--- config.mk ---
export PLATFORM = sky130hd
export DESIGN_NAME = demo_de0_sys_st_arbiter
export DESIGN_NICKNAME = d
export VERILOG_FILES = /design/src/rtl/demo_de0_sys_st_arbiter.sv
export SDC_FILE = /design/constraint.sdc
export NUM_CORES = 1
export LEC_CHECK = 0
export CAP_MARGIN = 0
export CORE_UTILIZATION = 28
export DETAILED_ROUTE_END_ITERATION = 16
export GPL_TIMING_DRIVEN = 0
export PLACE_DENSITY_LB_ADDON = 0.3
export SLEW_MARGIN = 20
export SYNTH_ARGS = -nofsm -noshare
export SYNTH_HDL_FRONTEND = slang
export SYNTH_SLANG_ARGS = --single-unit
--- constraint.sdc ---
create_clock -name clk_i -period 4 [get_ports clk_i]
set_clock_uncertainty 0.05 [all_clocks]
set_input_delay 0.4 -clock clk_i [delete_from_list [all_inputs] [get_ports clk_i]]
set_output_delay 0.4 -clock clk_i [all_outputs]
set_load 0.01 [all_outputs]
--- src/rtl/demo_de0_sys_st_arbiter.sv ---
// Packet-aware round-robin arbiter that merges NUM_IN Avalon-ST sources onto one sink.
// A source is granted only when it presents valid & sop while the arbiter is idle. It then
// owns the output until its eop beat is accepted, so packets never interleave.
//
// Ports:
//   clk_i, rst_ni      clock, asynchronous active-low reset
//   in_valid_i         per-source valid
//   in_data_i          per-source data, source i in [i*DATA_W +: DATA_W]
//   in_sop_i/in_eop_i  per-source packet framing
//   in_ready_o         per-source ready (only the granted source sees out_ready_i)
//   out_valid_o, out_data_o, out_sop_o, out_eop_o  merged stream
//   out_ready_i        sink backpressure
//   out_channel_o      granted source index in LOCK, else 0 (only with ST_ARB_CHANNEL_EN)
//   busy_o             high while a packet owns the output
//
// Optional feature macro: ST_ARB_CHANNEL_EN adds out_channel_o.
module demo_de0_sys_st_arbiter #(
   parameter int unsigned NUM_IN = 4,
   parameter int unsigned DATA_W = 32,
   parameter int unsigned CH_W   = 2
) (
   input  logic                     clk_i,
   input  logic                     rst_ni,
   input  logic [NUM_IN-1:0]        in_valid_i,
   input  logic [NUM_IN*DATA_W-1:0] in_data_i,
   input  logic [NUM_IN-1:0]        in_sop_i,
   input  logic [NUM_IN-1:0]        in_eop_i,
   output logic [NUM_IN-1:0]        in_ready_o,
   output logic                     out_valid_o,
   output logic [DATA_W-1:0]        out_data_o,
   output logic                     out_sop_o,
   output logic                     out_eop_o,
   input  logic                     out_ready_i,
`ifdef ST_ARB_CHANNEL_EN
   output logic [CH_W-1:0]          out_channel_o,
`endif
   output logic                     busy_o
);

   if (NUM_IN < 2 || NUM_IN > 8) begin : gen_bad_num_in
      $error("NUM_IN must be in the range 2..8");
   end
   if (CH_W != $clog2(NUM_IN)) begin : gen_bad_ch_w
      $error("CH_W must equal clog2(NUM_IN)");
   end

   typedef enum logic [0:0] {StIdle, StLock} state_e;

   state_e            state_q, state_d;
   logic [CH_W-1:0]   grant_q, grant_d;
   logic [CH_W-1:0]   last_grant_q, last_grant_d;
   logic              busy_q, busy_d;

   logic              lock;
   logic              sel_valid, sel_sop, sel_eop;
   logic [DATA_W-1:0] sel_data;
   logic              req_found;
   logic [CH_W-1:0]   req_pick;
   int unsigned       rank, best_rank;

   assign lock = (state_q == StLock);

   // Mux of the granted source's stream.
   always_comb begin
      sel_valid = 1'b0;
      sel_sop   = 1'b0;
      sel_eop   = 1'b0;
      sel_data  = '0;
      for (int unsigned c = 0; c < NUM_IN; c++) begin
         if (grant_q == CH_W'(c)) begin
            sel_valid = in_valid_i[c];
            sel_sop   = in_sop_i[c];
            sel_eop   = in_eop_i[c];
            sel_data  = in_data_i[c*DATA_W +: DATA_W];
         end
      end
   end

   // Round-robin pick: rank is the distance of source c past last_grant_q, so the source
   // right after the last winner ranks 0 and the last winner itself ranks NUM_IN-1.
   always_comb begin
      req_found = 1'b0;
      req_pick  = '0;
      best_rank = NUM_IN;
      rank      = 0;
      for (int unsigned c = 0; c < NUM_IN; c++) begin
         rank = (c + 2 * NUM_IN - 1 - 32'(last_grant_q)) % NUM_IN;
         if (in_valid_i[c] && in_sop_i[c] && (rank < best_rank)) begin
            best_rank = rank;
            req_pick  = CH_W'(c);
            req_found = 1'b1;
         end
      end
   end

   always_comb begin
      state_d      = state_q;
      grant_d      = grant_q;
      last_grant_d = last_grant_q;
      unique case (state_q)
         StIdle: begin
            if (req_found) begin
               state_d = StLock;
               grant_d = req_pick;
            end
         end
         StLock: begin
            // Only an accepted eop beat releases the output.
            if (sel_valid && out_ready_i && sel_eop) begin
               state_d      = StIdle;
               last_grant_d = grant_q;
            end
         end
         default: state_d = StIdle;
      endcase
      busy_d = (state_d == StLock);
   end

   always_ff @(posedge clk_i or negedge rst_ni) begin
      if (!rst_ni) begin
         state_q      <= StIdle;
         grant_q      <= '0;
         last_grant_q <= CH_W'(NUM_IN - 1);
         busy_q       <= 1'b0;
      end else begin
         state_q      <= state_d;
         grant_q      <= grant_d;
         last_grant_q <= last_grant_d;
         busy_q       <= busy_d;
      end
   end

   always_comb begin
      in_ready_o = '0;
      for (int unsigned c = 0; c < NUM_IN; c++) begin
         in_ready_o[c] = lock && (grant_q == CH_W'(c)) && out_ready_i;
      end
   end

   assign out_valid_o = lock & sel_valid;
   assign out_sop_o   = lock & sel_sop;
   assign out_eop_o   = lock & sel_eop;
   assign out_data_o  = lock ? sel_data : '0;
   assign busy_o      = busy_q;

`ifdef ST_ARB_CHANNEL_EN
   assign out_channel_o = lock ? grant_q : '0;
`endif

endmodule

==> results of run 1 <==
==> cells in the final DEF, fill, tap and decap left out, types with 2 or more instances in the layout <==
cell type        netlist  final
mux4_1                 4      4
buf_2                  6      6
nor2_1                 6      6
clkdlybuf4s50_1        0    180
mux4_2                31     31
dfrtp_1                3      3
nand2_1                8      7
o21ai_0                4      4
a21oi_1                2      2
clkbuf_8               0      3
nand3_1                2      2
inv_1                  2      2
clkbuf_1               4      4
dfstp_2                2      2
and2_1                36     36
buf_8                  2      2
ha_1                   3      2
o22a_1                 2      2
nor3_1                 3      3
dlymetal6s2s_1         0      2
==> power by group <==
group          total (µW)  internal [µW]  switching, µW  leakage, µW
Sequential            119           83.3           35.8    0.0000533
Clock                93.2           67.0           26.2    0.0000255
Combinational        1830           1130            709      0.00126
==> cells by family (layout without fill, tap and decap cells) <==
logic type / after synthesis / count (layout) / share of synthesized area (%)
simple gates: 62 / 62 / 22.9
mux: 36 / 36 / 52.0
compound gates: 18 / 18 / 8.04
buf+inv: 15 / 201 / 5.97
flops: 5 / 5 / 8.11
fa+ha+maj: 3 / 3 / 2.39
xor+xnor: 1 / 1 / 0.557
==> cells in the mapped netlist (2+ instances only) <==
cell type / n / area (µm²)
o22a_1: 2 / 17.5
buf_2: 6 / 30.0
inv_1: 2 / 7.51
clkbuf_1: 4 / 15.0
buf_8: 2 / 30.0
a21oi_1: 2 / 10.0
ha_1: 3 / 37.5
nand2_1: 8 / 30.0
dfrtp_1: 3 / 75.1
nor2_1: 6 / 22.5
mux4_1: 4 / 105
nand3_1: 2 / 10.0
nor3_1: 3 / 15.0
mux4_2: 31 / 698
and2_1: 36 / 225
dfstp_2: 2 / 52.6
o21ai_0: 4 / 20.0
==> worst max-delay path, stage by stage (launching register included) <==
cell	delay (ns)
dfstp_2	0.51
buf_2	0.19
xor2_1	0.25
ha_1	0.28
a21oi_1	0.18
o21bai_2	0.09
o21ai_0	0.19
ha_2	0.23
and4b_1	0.19
a211oi_1	0.27
nor2_1	0.11
a2bb2oi_1	0.15
ha_1	0.19
or4_1	0.50
o22ai_1	0.18
o22a_1	0.16
==> area by class of cell <==
cell class	count	area, µm²	area share [%]
repair buffers	182	1830	51.6
multi-input cells	120	1360	38.4
flip-flops and latches	5	128	3.60
well taps	70	87.6	2.47
plain buffers	13	86.3	2.44
clock buffers	3	41.3	1.17
inverters	2	7.51	0.212
clock inverters	1	5.00	0.141
==> layer usage <==
| layer | part of all wire [%] | vias to the layer above | global-route usage [%] |
|---|---|---|---|
| met5 | 0 | - | 0 |
| met4 | 2.3 | 0 | 5.77 |
| met3 | 9.2 | 12 | 6.55 |
| met2 | 51 | 97 | 42.4 |
| met1 | 38 | 958 | 27.9 |
| li1 | - | 937 | - |
==> metrics by stage <==
| stage | hold WS (ns) | utilization [%] | power, µW | TNS (ns) | setup slack (ns) |
|---|---|---|---|---|---|
| detailed placement | 0.593 | 66.1 | 1960 | -0.295 | -0.209 |
| CTS | 0.362 | 67.0 | 2060 | 0 | 0.00499 |
| finish | 0.361 | 67.2 | 2050 | 0 | 0.216 |
| floorplan | 0.0544 | - | 1150 | 0 | 0.576 |
| global placement | 0.583 | 66.1 | 1940 | -0.239 | -0.190 |
| global route | 0.363 | 67.2 | 2180 | 0 | 0.0553 |
==> sequential cells by signal (all words and copies together), names as in the netlist <==
name and flops:
last_grant_q 2, busy_o 1, grant_q 2
==> worst paths after layout <==
check                                     start  slack, ns  cells past startpoint              end
worst min register to register  last_grant_q[1]       0.61                      1  last_grant_q[1]
worst max-delay path            last_grant_q[0]       0.22                     15       grant_q[0]
min in group clk_i              last_grant_q[1]       0.61                      1  last_grant_q[1]
worst max register to register  last_grant_q[0]       0.22                     15       grant_q[0]
worst min-delay path                     rst_ni       0.36                      1       grant_q[0]
max in group asynchronous                rst_ni       3.27                      1  last_grant_q[0]
==> what timing repair did <==
action / CTS / global route
endpoints found under the hold margin: 0 / 0
buffers inserted: 0 / 0
gates resized for setup: 0 / 5
setup endpoints to repair: 0 / 2
==> out/summary.txt, run 1 <==
outcome: finished clean
P_leak: 0.00133 µW
synthesized net count: 286
n_diodes: 0
Inserted Clock Buffers: 3
Final Net Count: 473
synth warn: 0
CTS max path bufs: 2
Min-Delay Path Class: in2async
CTS sink cnt: 5
vias in the first global route: 2,042
Tmin final: 3.78 ns
Die Y: 76.9 µm
I/O pin total: 183
Die Footprint: 0.00592 mm²
Via-to-Cell Ratio: 5.06
Worst setup EP type: register
Final Cell Area: 0.00354 mm²
global-route wire length before repair: 11.0 mm
share of cells above drive strength 1: 16.0%
final hold violation count: 0
WP data required: 4.11 ns
top_reg_cell synth: dfrtp_1
fillers: 432
fmax: 264 MHz
Post-synth EDFFs: 0
Max IR drop VDD: 0.000436 V
Clk pin slew, worst setup/hold paths: 0.04 ns
Iter 0 DRT Violations: 49
# setup viols final: 0
Placer Congestion: 0.816
CTS tree: done
Cells after DPL: 392
critical path peak fanout: 9
largest net degree at the start of global routing: 11
Clk Latency, worst-skew pair: 0.22 ns
DRC Markers: 0
mean area per synthesized cell: 11.2 µm²
Total GRT Usage: 23.7%
max-slew violations: 0
Mapped Area: 0.00157 mm²
Final HPWL DP: 6.12 mm
Seq/Total Area, Yosys: 8.11%
wire per inst: 18.2 µm
via count: 2,004
antenna-violating nets left: 0
port bufs: 182
RSZ-0062 raised after global routing: no
Post-Synthesis Cells: 140
CTS Root Cell: clkbuf_8
worst slew pin tran: 0.451 ns
H-tree depth: 1
power per cell area: 578 mW/mm²
# rows: 26
Die Span X: 76.9 µm
Tcrit/Tclk final: 94.6%
Yosys reg bits: 5
hold_buf cts: 0
initial antenna violation count: 0
post-route insts no fill: 396
Rel. slew slack: 69.9%
global route overflow: 0
CP arrival: 3.89 ns
area delta synth->final: 125%
unique cell type count in the Yosys netlist: 37
core outline area: 0.00527 mm²
crit path kind: reg2reg
DRT Pass-1 Iters: 4
startpoint types: register
share of flip-flops with an asynchronous set or reset: 100%
Max-Cap Viols: 0
routed wire length: 7.20 mm
Post-DP Area: 0.00348 mm²
Initial Util: 29.8%
(Power assumes the default switching activity.)
==> run 2: changes to the inputs <==
Settings changed: CORE_ASPECT_RATIO from default to 0.8.
==> run 2 against run 1 <==
Sequential cell count did not move; non-clock buffer count up 1; routed wire length decreased by 1.6%; total power up 0.62%; combinational power about the same; largest cell class unchanged.
==> out/summary.txt, run 2 (synthesis gave the netlist of run 1 again) <==
final hold violation count: 0 (unchanged)
outcome: finished clean
n_diodes: 0 (unchanged)
Tmin final: 3.74 ns (-0.0424 ns)
slowest cell on the critical path: dfstp_2
crit path kind: reg2reg
# setup viols final: 0 (unchanged)
hold_buf cts: 0 (unchanged)
RSZ-0062 raised after global routing: no
worst path cell trace: buf_2, xor2_2, ha_1, a21oi_1, o21bai_2, o21ai_1, ha_2, and4b_1, a211oi_1, nor2_1, a2bb2oi_1, ha_1, or4_1, o22ai_1, o22a_1
Clk Latency, worst-skew pair: 0.22 ns (about the same)
I/O pin total: 183 (unchanged)
cell repeated most along the worst path: ha_1
antenna-violating nets left: 0 (unchanged)
Via-to-Cell Ratio: 4.94 (-2.4%)
P_leak: 0.00134 µW (+0.19%)
Min-Delay Path Class: in2async
WP data required: 4.10 ns (about the same)
R2R cell count: 15 (unchanged)
initial antenna violation count: 0 (unchanged)
Placer Congestion: 0.811 (-0.71%)
wire per inst: 17.5 µm (-3.8%)
vias in the first global route: 1,961 (-4.0%)
CP arrival: 3.84 ns (-0.05 ns)
power per cell area: 578 mW/mm² (about the same)
global route overflow: 0 (unchanged)
Critical R2R Launch: last_grant_q[0]
most frequent cells in the layout: clkdlybuf4s50_1 (180), and2_1 (36), mux4_2 (31)
largest net degree at the start of global routing: 11 (unchanged)
post-layout util: 65.6% (-1.7 points)
CTS sink cnt: 5 (unchanged)
WL met2: 3.62 mm (-0.79%)
maximum single-stage delay on the critical path: 0.50 ns (about the same)
Max IR drop VDD: 0.000493 V (+13%)
share of cells above drive strength 1: 15.9% (-0.049 points)
Inserted Clock Buffers: 3 (unchanged)
Die Footprint: 0.00592 mm² (about the same)
Initial Util: 28.9% (-0.91 points)
met1 wire length: 2.92 mm (+7.5%)
core outline area: 0.00544 mm² (+3.1%)
area delta synth->final: 127%
global-route wire length before repair: 10.9 mm (-1.6%)
met3 wire length: 485 µm (-27%)
commonest non-fill, non-tap cell in the layout: clkdlybuf4s50_1
top sig layer: met4
H-tree depth: 1 (unchanged)
Die Y: 69.0 µm (-10%)
port bufs: 182 (unchanged)
via count: 2,001 (-0.15%)
DRT Pass-1 Iters: 5 (+1)
DRC Markers: 0 (unchanged)
CTS Root Cell: clkbuf_8
Clk pin slew, worst setup/hold paths: 0.04 ns (about the same)
critical path peak fanout: 9 (unchanged)
Final Net Count: 474 (+0.21%)
fmax: 267 MHz (+1.1%)
Max-Cap Viols: 0 (unchanged)
FF-to-FF End: grant_q[0]
Worst setup EP type: register
routed wire length: 7.08 mm (-1.6%)
worst slew pin tran: 0.448 ns (-0.00314 ns)
CTS tree: done
Post-DP Area: 0.00349 mm² (+0.29%)
Total GRT Usage: 23.8% (about the same)
# rows: 24 (-7.7%)
max-slew violations: 0 (unchanged)
Final Cell Area: 0.00356 mm² (+0.60%)
startpoint types: register
Rel. slew slack: 70.1% (+0.21 points)
Die Span X: 85.8 µm (+11%)
CTS max path bufs: 2 (unchanged)
flop-to-flop setup slack: 0.26 ns (+0.04 ns)
Iter 0 DRT Violations: 79 (+61%)
Final HPWL DP: 6.05 mm (-1.0%)
Tcrit/Tclk final: 93.5% (-1.1 points)
==> run 2: repair_timing <==
item | CTS | global route
pin swaps | 1 | 0
setup buffers | 1 | 0
gates resized for setup | 0 | 6
setup endpoints to repair | 1 | 2
==> run 2: area by class of cell <==
| type | instances | area, µm² |
|---|---|---|
| Timing Repair Buffer | 183 | 1830 |
| Sequential cell | 5 | 128 |
| Tap cell | 78 | 97.6 |
| Fill cell | 459 | 1870 |
| Clock buffer | 4 | 45.0 |
| Buffer | 13 | 86.3 |
| Multi-Input combinational cell | 120 | 1370 |
| Inverter | 2 | 7.51 |
==> run 2: metrics by stage <==
stage	setup TNS, ns	std cells	hold slack (ns)	setup slack, ns	total power, µW
4_1_cts	0	405	0.359	0.00854	2060
5_1_grt	0	405	0.370	0.0292	2200
2_1_floorplan	0	140	0.0544	0.576	1150
3_3_place_gp	-0.249	400	0.584	-0.205	1940
3_5_place_dp	-0.300	400	0.590	-0.222	1960
6_report	0	405	0.356	0.258	2060
==> run 2: how the worst max path moves through the flow <==
| stage | end | slack, ns | from | cells after the start |
|---|---|---|---|---|
| finish | grant_q[0] | 0.26 | last_grant_q[0] | 15 |
| global route | grant_q[0] | 0.03 | last_grant_q[0] | 15 |
| CTS | grant_q[0] | 0.009 | in_valid_i[0] | 17 |
| detailed placement | grant_q[0] | -0.22 | in_valid_i[0] | 17 |
| global placement | grant_q[0] | -0.21 | in_valid_i[0] | 17 |
| floorplan | grant_q[0] | 0.58 | last_grant_q[0] | 15 |
==> run 2: layer usage <==
metal	global-route usage (%)	up-vias
met5	0	-
met4	1.85	0
met3	5.03	4
met2	43.4	83
met1	29.9	979
li1	-	935
==> run 2: critical path: cells and delay by family, from the launching register on <==
kind,cells,cell delay [ns]
flops,1,0.50
xor+xnor,1,0.22
buf+inv,1,0.22
fa+ha+maj,3,0.68
simple gates,3,0.80
compound gates,7,1.19
==> run 2: power by group <==
part / internal (µW) / total (µW) / switching (µW) / leakage (µW)
sequential: 83.3 / 120 / 36.5 / 0.0000533
combinational: 1130 / 1850 / 714 / 0.00126
clock: 68.5 / 94.5 / 26.0 / 0.0000228
==> run 3: changes to the inputs <==
Settings changed: TNS_END_PERCENT from default to 30.
==> results of run 3 <==
No change in the layout: final DEF, timing and power equal those of run 2.
